**src/rtl/fifo_ser_pkg.sv**
```systemverilog
// Shared types and helpers for the FIFO read-side serializer.
package fifo_ser_pkg;

  typedef enum logic {
    IDLE  = 1'b0,
    SHIFT = 1'b1
  } state_e;

  // Symbol counter width; a single-symbol word still needs a 1-bit counter.
  function automatic int cnt_width(input int ratio);
    return (ratio <= 1) ? 1 : $clog2(ratio);
  endfunction

endpackage

```
**src/rtl/fifo_rd_serializer.sv**
```systemverilog
// Pops words from a show-ahead FIFO and streams them out as OWIDTH-bit symbols,
// flagging the first and last symbol of every word.
module fifo_rd_serializer
  import fifo_ser_pkg::*;
#(
  parameter int DWIDTH    = 8,
  parameter int OWIDTH    = 2,
  parameter bit MSB_FIRST = 1'b1
) (
  input  logic              clk_i,
  input  logic              srst_i,
  input  logic [DWIDTH-1:0] fifo_q_i,
  input  logic              fifo_empty_i,
  output logic              fifo_rd_req_o,
  output logic [OWIDTH-1:0] data_o,
  output logic              valid_o,
  input  logic              ready_i,
  output logic              sop_o,
  output logic              eop_o,
  output logic              busy_o
);

  localparam int RATIO = DWIDTH / OWIDTH;
  localparam int CNT_W = cnt_width(RATIO);
  localparam int NSYM  = 2 ** CNT_W;
  localparam logic [CNT_W-1:0] LAST_CNT = CNT_W'(RATIO - 1);

  generate
    if (DWIDTH % OWIDTH != 0) begin : g_bad_ratio
      $error("fifo_rd_serializer: DWIDTH must be a multiple of OWIDTH");
    end
  endgenerate

  state_e                       state, state_nxt;
  logic [CNT_W-1:0]             cnt;
  logic [DWIDTH-1:0]            hold;
  logic [NSYM-1:0][OWIDTH-1:0]  syms;
  logic                         accept, last, load;

  assign accept        = (state == SHIFT) && ready_i;
  assign last          = accept && (cnt == LAST_CNT);
  // Refill on the last accept so consecutive words run without a bubble.
  assign load          = !srst_i && !fifo_empty_i && ((state == IDLE) || last);
  assign fifo_rd_req_o = load;

  always_ff @(posedge clk_i) begin
    if (srst_i) state <= IDLE;
    else        state <= state_nxt;
  end

  always_comb begin
    state_nxt = state;
    case (state)
      IDLE:    if (load) state_nxt = SHIFT;
      SHIFT:   if (last) state_nxt = load ? SHIFT : IDLE;
      default: state_nxt = IDLE;
    endcase
  end

  always_comb begin
    valid_o = (state == SHIFT);
    sop_o   = (state == SHIFT) && (cnt == '0);
    eop_o   = (state == SHIFT) && (cnt == LAST_CNT);
    busy_o  = (state == SHIFT) || load;
    data_o  = syms[cnt];
  end

  always_ff @(posedge clk_i) begin
    if (srst_i) begin
      hold <= '0;
      cnt  <= '0;
    end else if (load) begin
      hold <= fifo_q_i;
      cnt  <= '0;
    end else if (last) begin
      cnt  <= '0;
    end else if (accept) begin
      cnt  <= cnt + CNT_W'(1);
    end
  end

  // Symbol table indexed by cnt; entries past RATIO pad the power-of-two range.
  generate
    for (genvar i = 0; i < NSYM; i++) begin : g_sym
      if (i >= RATIO) begin : g_pad
        assign syms[i] = '0;
      end else if (MSB_FIRST) begin : g_msb
        assign syms[i] = hold[DWIDTH-1-i*OWIDTH -: OWIDTH];
      end else begin : g_lsb
        assign syms[i] = hold[i*OWIDTH +: OWIDTH];
      end
    end
  endgenerate

endmodule

```
**config.mk**
```make
export PLATFORM = sky130hd
export DESIGN_NAME = fifo_rd_serializer
export DESIGN_NICKNAME = d
export VERILOG_FILES = /design/src/rtl/fifo_ser_pkg.sv /design/src/rtl/fifo_rd_serializer.sv
export SDC_FILE = /design/constraint.sdc
export NUM_CORES = 1
export LEC_CHECK = 0
export ABC_AREA = 1
export CORE_MARGIN = 1.5
export CORE_UTILIZATION = 40
export CTS_BUF_LIST = sky130_fd_sc_hd__clkbuf_8
export DETAILED_ROUTE_END_ITERATION = 10
export PLACE_DENSITY = 0.77
export SLEW_MARGIN = 40
export SYNTH_ARGS = -nofsm -noshare
export SYNTH_HDL_FRONTEND = slang
export SYNTH_SLANG_ARGS = --single-unit
export TNS_END_PERCENT = 30
```
**constraint.sdc**
```tcl
create_clock -name clk_i -period 1.3 [get_ports clk_i]
set_clock_uncertainty 0.1 [all_clocks]
set_input_delay 0.26 -clock clk_i [delete_from_list [all_inputs] [get_ports clk_i]]
set_output_delay 0.26 -clock clk_i [all_outputs]
set_load 0.02 [all_outputs]
```
# Word level (Yosys, flattened, before mapping)
# Index checks and enable logic that the tools add are counted.
totals:
  inputBits: 12
  ff_bits: 11
  elab_cells: 24
op_classes:
  magnitude_cmp: 1
  n_eq_ne: 1
  reduce_logical: 12
  add_sub_neg: 1
  bitwise_logic: 1
  n_mux: 5
ops:
  columns: ["op", "count"]
  rows:
  - ["$logic_and A1 B1 Y1", 6]
  - ["$bmux W2 S2", 1]
  - ["$lt A2 B3 Y1 const B", 1]
  - ["$reduce_or A3 Y1", 1]
  - ["$add A2 B1 Y2 const B", 1]
  - ["$eq A2 B2 Y1 const B", 1]
  - ["$logic_not A1 Y1", 2]
  - ["$logic_not A2 Y1", 1]
  - ["$logic_or A1 B1 Y1", 2]
  - ["$mux W1", 2]
  - ["$mux W2", 1]
  - ["$pmux W1 S2", 1]
  - ["$not A1 Y1", 1]

# Logic depth before layout (Yosys ltp)
depth:
  word_depth: 7
  depth_mapped: 6
  ltp_nobuf: 6

# Worst setup path before layout
# OpenSTA, ideal clock, no wires.
synth_path:
  kind: "register to output"
  startpoint: "reg cnt[0]"
  endpoint: "out fifo_rd_req_o"
  stages_incl_launch_ff: 6
  n_path_buf: 0
  arrival_ps: 1058
  setup_slack_ps: -118
  cell_sequence: "dfxtp_1 -> ha_1 -> nand3_4 -> nand2_4 -> nand2_4 -> inv_1"
synth_via:
  elab_chain_cells: 4
synth_lines:
  columns: ["item", "line_no", "rtl"]
  rows:
  - ["start, declared", "fifo_rd_serializer.sv:35", "logic [CNT_W-1:0] cnt;"]
  - ["start signal, assigned", "fifo_rd_serializer.sv:78", "cnt <= cnt + CNT_W'(1);"]
  - ["$eq A2 B2 Y1", "fifo_rd_serializer.sv:41", "assign last = accept && (cnt == LAST_CNT);"]
  - ["$logic_and A1 B1 Y1", "fifo_rd_serializer.sv:41", null]
  - ["$logic_or A1 B1 Y1", "fifo_rd_serializer.sv:43", "assign load = !srst_i && !fifo_empty_i && ((state == IDLE) || last);"]
  - ["$logic_and A1 B1 Y1", "fifo_rd_serializer.sv:43", null]
  - ["end, declared", "fifo_rd_serializer.sv:14", "output logic fifo_rd_req_o,"]
# No other way between the ends.

# Final worst setup path
layout_path:
  startpoint: "reg cnt[1]"
  endpoint: "out sop_o"
layout_via:
  elab_chain_cells: 2
layout_lines:
  columns: ["item", "line_no", "rtl"]
  rows:
  - ["$logic_not A2 Y1", "fifo_rd_serializer.sv:62", "sop_o = (state == SHIFT) && (cnt == '0);"]
  - ["$logic_and A1 B1 Y1", "fifo_rd_serializer.sv:62", null]
  - ["end, declared", "fifo_rd_serializer.sv:18", "output logic sop_o,"]
# No other way between the ends.

==> metrics.md <==
| Metric | Value |
|---|---|
| Detail Placement HPWL | `approximately 900 um` |
| Antenna viol nets, final | `0` |
| Post-synthesis compound-gate area fraction | `9.20%` |
| Gate Count Post-Synth | `69` |
| Cell Pwr Density | `980 nW/um2` |
| Share of the synthesized area in the top cell type | `40.5%` |
| Register bit count reported by yosys | `11` |
| RD Place Congestion | `between 0.8 and 0.9` |
| H-tree depth | `1` |
| Drt total wl | `1.48 mm` |
| Register area | `229 um2` |
| TritonCTS clock tree | `yes` |
| Die ar. | `1590 um2` |
| Synth top area cells | `dfxtp_1 (40%), nand3_1 (16%), nand2_1 (8.3%), ha_1 (4.6%), nand2_4 (4.1%)` |
| Worst skew pair latency | `0.24 ns` |
| Comb power frac | `22.4%` |
| Area Overhead vs Synth | `71.5%` |
| R2r startpoint | `cnt[0]` |
| Slew HR | `roughly 85%` |
| Syn_area_per_cell | `slightly below 8 um2` |
| Fin. Hold Viols | `0` |
| Sw frac | `26.4%` |
| Final-layout fill cell count | `102` |
| RSZ-0062 raised after global routing | `true` |
| Clock power share | `36.6%` |
| Largest family of logic cells by synthesized area | `simple AND/OR/NAND/NOR gates` |
| Largest net degree at the start of global routing | `10` |
| Synth Area in Simple Gates | `37.9%` |
| Tcrit/Tclk final | `114%` |
| Num rows | `13` |
| XOR/XNOR Fraction of Synth Area | `1.61%` |
| Post-layout minimum cycle time | `1.48 ns` |
| Layer with the highest usage | `met2` |
| Buffer depth of the longest clock path | `2` |
| Dominant synthesized flop cell | `dfxtp_1` |
| Sequential power share | `between 40% and 50%` |
| Root buf cell | `clkbuf_8` |
| Met2 GRT Util | `approximately 39%` |
| Core area | `1280 um2` |
| Vias in the first global route | `~540` |
| Failing checks | `setup timing` |
| DIE WIDTH | `39.9 um` |
| Maxcap violations | `0` |
| 1st-pass router iterations | `4` |
| Synthesized area | `544 um2` |
| Leak pwr | `0.000443 uW` |
| Via/cell ratio | `5.09` |
| M1 GR Usage | `22.6%` |
| PortBufs | `18` |
| CTS clk-pin slew, worst paths | `about 0.050 ns` |
| Pins over their slew limit | `0` |
| CP Max Fanout | `4` |
| Synth Area in Adders | `4.60%` |
| Asr flop ratio synth | `0%` |
| Crit path kind | `flop to output port` |
| Drt wl/cell | `12.5 um` |
| Total grt overflow | `0` |
| Share of cells above drive strength 1 | `41.3%` |
| EDFF count, synth | `0` |
| Max VDD drop | `0.553 mV` |
| Total number of yosys warnings | `0` |
| Drt drc | `0` |
| Initial Utilization | `42.4%` |
| First-pass GRT wire length | `2.24 mm` |
| F_max | `674 MHz` |
| Footprint of the multi-input gates | `327 um2` |
| Synth cell count leaders | `nand3_1 (17), nand2_1 (12), dfxtp_1 (11)` |
| Count leader, synth | `nand3_1` |
| Post-synthesis mux area share | `0%` |
| Via count | `around 610` |
| Actual slew at the worst max-slew pin | `0.223 ns` |
| Crit path DAT | `between 1 and 1.5 ns` |
| CP Capture Type | `output port` |
| Worst Setup SP | `cnt[1]` |
| Critical path required time | `0.94 ns` |
| Synthesized Nets | `83` |
| Vert. Die Dim | `~40 um` |
| Tot Pwr | `915 uW` |
| Clk sinks | `11` |
| Worst Hold Class | `input port to flop` |
| Critical path launch point type | `flop` |
| Number of distinct library cells after synthesis | `17` |
| Cell taking the most area after synthesis | `dfxtp_1` |
| Setup Viol. Count Final | `6` |
| Crit path setup slack, layout | `-0.183 ns` |
| Sw Pwr | `between 200 and 250 uW` |
| Met3 Use GR | `slightly below 7%` |
| 1st-iter DRT viols | `11` |
| Gr usage total | `22.3%` |
| Status | `finished, violations left` |
| Pint | `~670 uW` |
| Antenna Cells | `0` |
| # IOs | `19` |
| Initial antenna violation count | `0` |
| Final layout net count | `between 100 and 150` |
| Sequential fraction of the synthesis area | `~40%` |
| Hold wc startpoint | `fifo_empty_i` |
| Dpl ws | `-0.751 ns` |
| Cts bufs inserted | `3` |
## cells in the final DEF (no fill, tap or decap), drive strengths merged
cell           count
or2                1
clkdlybuf4s50      8
ha                 2
xor2               1
o21ai              4
dlygate4sd2        1
dfxtp             11
inv                7
nand2             14
a21oi              2
clkdlybuf4s15      1
clkbuf             4
buf               21
o22ai              2
nor2               6
o211ai             1
nand3             18
## layout make-up
class | instances | area share, %
multi-input cells | 51 | 35.0
repair buffers | 32 | 31.0
clock buffers | 3 | 4.42
flip-flops and latches | 11 | 24.5
well taps | 15 | 2.01
inverters | 6 | 2.68
clock inverters | 1 | 0.402
## cell families after synthesis
group	after synthesis
and+or+nand+nor	39
DFF	11
AOI/OAI and AO/OA	9
buffers and inverters	7
adders and majority gates	2
xor gates and xnor gates	1
## power by group through the flow
stage	combinational [uW]	clock (uW)	sequential [uW]
global placement	179	0	381
CTS	187	338	374
floorplan	85.2	0	379
global route	223	362	377
finish	205	335	374
detailed placement	182	0	381
## state kept, by name, summed over array words and instances (netlist names)
signal,count
hold,8
cnt,2
valid_o,1
## stage by stage
stage / instances / util, % / area, um2 / TNS [ns] / hold WS, ns
floorplan: 69 / - / 549 / 0 / 0.222
detailed placement: 110 / 62.6 / 805 / -4.69 / 0.358
finish: 119 / 72.6 / 933 / -0.775 / 0.244
CTS: 118 / 70.1 / 901 / -0.859 / 0.353
global route: 119 / 72.6 / 933 / -1.05 / 0.271
global placement: 110 / 62.6 / 805 / -4.34 / 0.357
## what timing repair did
action / in CTS / in global routing
hold buffers: 0 / 0
resized for setup: 54 / 10
pin swaps: 7 / 4
setup buffers: 4 / 1
cloned: 0 / 0
endpoints found under the setup margin: 7 / 14
## worst paths after layout
path	end	slack [ns]	cells after the start
max	sop_o	-0.18	6
min	valid_o	0.24	3
max reg2reg	hold[3]	0.06	7
min reg2reg	hold[6]	0.36	2
## layer usage
metal	wire length, um	up-vias
met5	0	-
met4	11	0
met3	54	2
met2	793	17
met1	623	280
li1	-	307
## critical path, cell delays in order (launching register included)
cell and delay (ns):
dfxtp_2 0.35, buf_6 0.12, inv_4 0.04, ha_2 0.16, nand2_1 0.05, inv_1 0.04, buf_6 0.12
Note: power is estimated with default switching activity, not from simulation.
